$ cat config.mk
export PLATFORM = sky130hd
export DESIGN_NAME = fetch_pc_unit
export DESIGN_NICKNAME = d
export VERILOG_FILES = /design/src/rtl/fetch_pc_unit.sv
export SDC_FILE = /design/constraint.sdc
export NUM_CORES = 1
export LEC_CHECK = 0
export CAP_MARGIN = 20
export CORE_AREA = 5 5 204 206
export DETAILED_ROUTE_END_ITERATION = 6
export DIE_AREA = 0 0 209 211
export PLACE_DENSITY = 0.78
export SLEW_MARGIN = 20
export SYNTH_ARGS = -nofsm -noshare
export SYNTH_HDL_FRONTEND = slang
export SYNTH_SLANG_ARGS = --single-unit
$ cat constraint.sdc
create_clock -name clk -period 6.3 [get_ports clk]
set_clock_uncertainty 0.2 [all_clocks]
set_input_delay 0.63 -clock clk [delete_from_list [all_inputs] [get_ports clk]]
set_output_delay 0.63 -clock clk [all_outputs]
set_load 0.01 [all_outputs]
$ cat src/rtl/fetch_pc_unit.sv
// Fetch-stage next-PC generator: sequential PC+4 fetch, one-cycle-late BTB
// redirect with wrong-path squash, and an in-order FIFO of predicted next PCs
// that EX resolutions are checked against to detect mispredicts and flush.
module fetch_pc_unit #(
  parameter int unsigned DEPTH    = 4,
  parameter logic [63:0] RESET_PC = 64'h0
) (
  input  logic                       clk,
  input  logic                       arst_n,
  input  logic                       en,
  input  logic [63:0]                predicted_branch_pc,
  input  logic                       resolve_valid,
  input  logic [63:0]                resolve_next_pc,
  output logic [63:0]                current_pc,
  output logic [63:0]                prev_pc,
  output logic                       fetch_valid,
  output logic                       squash,
  output logic                       flush,
  output logic [31:0]                mispredict_count,
  output logic [$clog2(DEPTH):0]     inflight
);

  localparam int unsigned PTR_W = $clog2(DEPTH);
  localparam int unsigned CNT_W = PTR_W + 1;
  localparam int unsigned SUM_W = CNT_W + 1;

  typedef enum logic {
    RUN   = 1'b0,
    FLUSH = 1'b1
  } state_t;

  state_t             state;
  logic               pend;
  logic [PTR_W-1:0]   rd_ptr;
  logic [PTR_W-1:0]   wr_ptr;
  logic [CNT_W-1:0]   occ;

  // Only the predicted next PC is needed to judge a resolution, so the
  // issued PC of each in-flight entry is not retained.
  logic [63:0]        pred_fifo [DEPTH];

  logic               has_head;
  logic               mispredict;
  logic               btb_hit;
  logic               push;
  logic               pop;
  logic               btb_redirect;
  logic               room;
  logic [63:0]        push_pred;
  logic [SUM_W-1:0]   occ_sum;

  // Resolve / BTB decode and issue qualification for this cycle
  always_comb begin
    has_head     = (occ != '0);
    mispredict   = en & resolve_valid & has_head &
                   (pred_fifo[rd_ptr] != resolve_next_pc);
    btb_hit      = (predicted_branch_pc != 64'h0);
    push         = en & ~mispredict & pend;
    pop          = en & resolve_valid & has_head & ~mispredict;
    btb_redirect = push & btb_hit & (predicted_branch_pc != current_pc) &
                   (state == RUN);
    push_pred    = btb_hit ? predicted_branch_pc : prev_pc + 64'd4;
    occ_sum      = SUM_W'(occ) + SUM_W'(pend);
    room         = (occ_sum < SUM_W'(DEPTH));
    fetch_valid  = en & (state == RUN) & room & ~mispredict & ~btb_redirect;
    squash       = btb_redirect;
  end

  assign inflight = occ;

  // Prediction storage; contents are only meaningful below occ
  always_ff @(posedge clk) begin
    if (push) begin
      pred_fifo[wr_ptr] <= push_pred;
    end
  end

  // FIFO pointers and occupancy; a mispredict discards every entry
  always_ff @(posedge clk or negedge arst_n) begin
    if (!arst_n) begin
      rd_ptr <= '0;
      wr_ptr <= '0;
      occ    <= '0;
    end else if (mispredict) begin
      rd_ptr <= '0;
      wr_ptr <= '0;
      occ    <= '0;
    end else begin
      if (push) wr_ptr <= wr_ptr + PTR_W'(1);
      if (pop)  rd_ptr <= rd_ptr + PTR_W'(1);
      occ <= occ + CNT_W'(push) - CNT_W'(pop);
    end
  end

  // PC sequencing, RUN/FLUSH state, flush pulse and mispredict counter
  always_ff @(posedge clk or negedge arst_n) begin
    if (!arst_n) begin
      state            <= RUN;
      current_pc       <= RESET_PC;
      prev_pc          <= 64'h0;
      pend             <= 1'b0;
      flush            <= 1'b0;
      mispredict_count <= 32'h0;
    end else if (en) begin
      if (mispredict) begin
        state      <= FLUSH;
        current_pc <= resolve_next_pc;
        pend       <= 1'b0;
        flush      <= 1'b1;
        if (mispredict_count != '1) begin
          mispredict_count <= mispredict_count + 32'd1;
        end
      end else begin
        state <= RUN;
        flush <= 1'b0;
        if (btb_redirect) begin
          current_pc <= predicted_branch_pc;
          pend       <= 1'b0;
        end else if (fetch_valid) begin
          prev_pc    <= current_pc;
          current_pc <= current_pc + 64'd4;
          pend       <= 1'b1;
        end else begin
          pend <= 1'b0;
        end
      end
    end
  end

endmodule
==> metrics.yaml <==
violations: "hold timing"
max_freq_mhz: 180
grt_max_degree: 90
syn_inst: 1663
ys.flop_type: "edfxtp_1"
ys_ff_latch: 425
fp.dieH_um: 211
start_kind: "flip-flop"
h-tree-depth: 2
worst-path-max-fanout: 28
vdd_drop_max_uv: 303
synth_cell_type_count: 48
holdWs_ns: -0.00391
io_pins: 298
design_area_sq_um: 26500
clk_path_buf_depth: 3
gp_congestion: 0.914
grt_pass1_wl_um: 105000
powerDensity_nw_per_um2: 391
fp.dieArea_sq_um: 44100
hold_viol: 5
grt_pass1_vias: 16300
postCtsResizedCells: 0
internal_power_mw: 6.69
cts.clk_slew.worst_paths_ns: 0.06
synth_commonest_cells: "256 x edfxtp_1, 169 x dfrtp_1, 149 x xor2_1"
clockRootBuffer: "clkbuf_16"
vias: 16500
syn_nets: 1806
relSlewSlack: 0.267
multi_input_area_sq_um: 9010
postCtsSetupBuffers: 0
rows: 73
worst_pin_slew_ns: 1.10
swShare: 0.354
drtPass1Iterations: 6
synth_edf_count: 256
syn_area_per_cell_sq_um: 12.9
cp_cell_sequence: "buf_12, buf_4, mux4_2, xnor2_1, nand4_1, nor4_1, nand4_4, buf_4, a21oi_4, clkdlybuf4s50_1"
io_buffers: 297
p_leak_nw: 9.13
setup_tns_ns: 0
ant_nets: 0
rsz0062_at_grt: "false"
power.share.clock: 0.258
seq_area_sq_um: 11900
crit_type: "flip-flop to output port"
overflow: 0
yosysSeqAreaShare: 0.557
ctsHoldBuffers: 0
antenna_found_initial: 1
core_area_sq_um: 39500
fin_nets: 2097
critPathRequiredTime_ns: 5.47
drive_above_1_share: 0.0985
synth_top_area_frac: 0.359
clk-insertion-delay-late_ns: 0.57
synthTopCellsByArea: "edfxtp_1 36%, dfrtp_1 20%, mux4_2 6.7%, xor2_1 6.1%, xnor2_1 5.3%"
hp-class: "primary input to async pin"
yosysMostFrequentCell: "edfxtp_1"
final_min_period_over_clock_period: 0.881
pwr-share-seq: 0.433
status: "finished, violations left"
dieWidth_um: 209
drc: 0
synth_top_area_cell: "edfxtp_1"
wire_per_inst_um: 28.1
p_sw_mw: 3.67
start_util: 0.542
cap_violations: 0
critPathArrivalTime_ns: 4.72
crit_top_cell: "buf_4"
comb_power_share: 0.309
grt_usage: 0.313
routed_wl_um: 70700
drtIter0Drc: 2209
layout_min_cycle_time_ns: 5.55
area_growth_pct: 23.7
syn_area_sq_um: 21400
drv_slew: 0
dpl.hpwl_um: 49600
numCtsBuffers: 46
finalSetupViolations: 0
endpoint_kind: "output port"
placed_cell_area_sq_um: 25000
critical-path-max-stage-delay_ns: 0.81
tritoncts: "yes"
avgViaCountPerCell: 6.55
yosys_warnings: 0
crit_path_top_delay_cell: "dfrtp_2"
num-fill-cells: 2867
cts.sinks: 425
async_flop_share: 0.398
layout by cell type, fill, tap and decap left out, types with 25 or more instances in the layout:
master | Yosys | routed
nand3_1 | 136 | 136
mux2i_1 | 67 | 67
xor2_1 | 149 | 149
inv_1 | 31 | 31
clkdlybuf4s50_1 | 0 | 296
nand4_1 | 62 | 62
nor4_1 | 61 | 61
nor2_1 | 49 | 48
and3_1 | 29 | 25
o21ai_0 | 66 | 66
clkbuf_16 | 0 | 47
o21bai_1 | 65 | 65
nand2_1 | 71 | 71
dfrtp_1 | 169 | 167
mux4_2 | 64 | 64
edfxtp_1 | 256 | 256
nor3_1 | 48 | 48
mux2_1 | 48 | 48
xnor2_1 | 130 | 130
through the flow:
step / power, mW / hold WS, ns / instances / setup WS (ns) / util
global placement: 7.55 / 0.275 / 2431 / 1.32 / 0.633
CTS: 10.3 / 0.00596 / 2515 / 0.769 / 0.670
global route: 10.8 / 0.0583 / 2516 / 0.544 / 0.671
floorplan: 5.80 / 0.134 / 1663 / 1.58 / -
finish: 10.4 / -0.00391 / 2517 / 0.750 / 0.671
detailed placement: 7.63 / 0.298 / 2431 / 1.30 / 0.633
area by class of cell:
type,count,area share
Timing Repair Buffer,325,0.123
Clock inverter,18,0.00648
Tap cell,525,0.0248
Inverter,31,0.00440
Multi-Input combinational cell,1125,0.341
Clock buffer,66,0.0498
Antenna cell,2,0.000189
Sequential cell,425,0.451
worst max-delay path: cells and delay by family, from the launching register on:
family / cells / cell delay (ns)
flops: 1 / 0.81
compound gates: 1 / 0.19
buf+inv: 4 / 1.62
mux: 1 / 0.34
xor+xnor: 1 / 0.33
simple gates: 3 / 0.83
flip-flops by register name (all words and copies together), names as in the netlist:
signal and flops:
pred_fifo 256, wr_ptr 2, pend 1, state 1
inflight 3, mispredict_count 32, current_pc 64, prev_pc 64
rd_ptr 2
cell families after synthesis:
family                   Yosys count  synth area share
adder cells (fa/ha/maj)           11           0.00679
AND/OR/NAND/NOR                  495             0.123
XOR/XNOR                         279             0.114
flip-flops                       425             0.557
AO/OA/AOI/OAI                    144            0.0431
buffers and inverters            113            0.0231
multiplexers                     196             0.133
worst paths after layout:
path                                       from                   end  slack [ns]  cells past startpoint
max                                   rd_ptr[1]           fetch_valid        0.75                     10
min                                      arst_n           prev_pc[27]      -0.004                      1
max reg2reg                           rd_ptr[1]           inflight[2]        1.25                     17
min reg2reg                mispredict_count[27]  mispredict_count[27]        0.31                      1
max in group asynchronous                arst_n           prev_pc[41]        4.67                      2
min in group clk           mispredict_count[27]  mispredict_count[27]        0.31                      1
power groups by stage:
stage | Combinational (mW) | Clock (mW) | Sequential (mW)
finish | 3.20 | 2.67 | 4.48
global route | 3.41 | 2.81 | 4.54
CTS | 3.18 | 2.68 | 4.45
detailed placement | 3.14 | 0 | 4.48
global placement | 3.09 | 0 | 4.46
floorplan | 1.45 | 0 | 4.35
routing by layer:
layer  global-route usage  share of wire
met5                    0              0
met3               0.0783           0.13
met4                0.131          0.050
met1                0.434           0.37
met2                0.478           0.45
(Power assumes the default switching activity.)
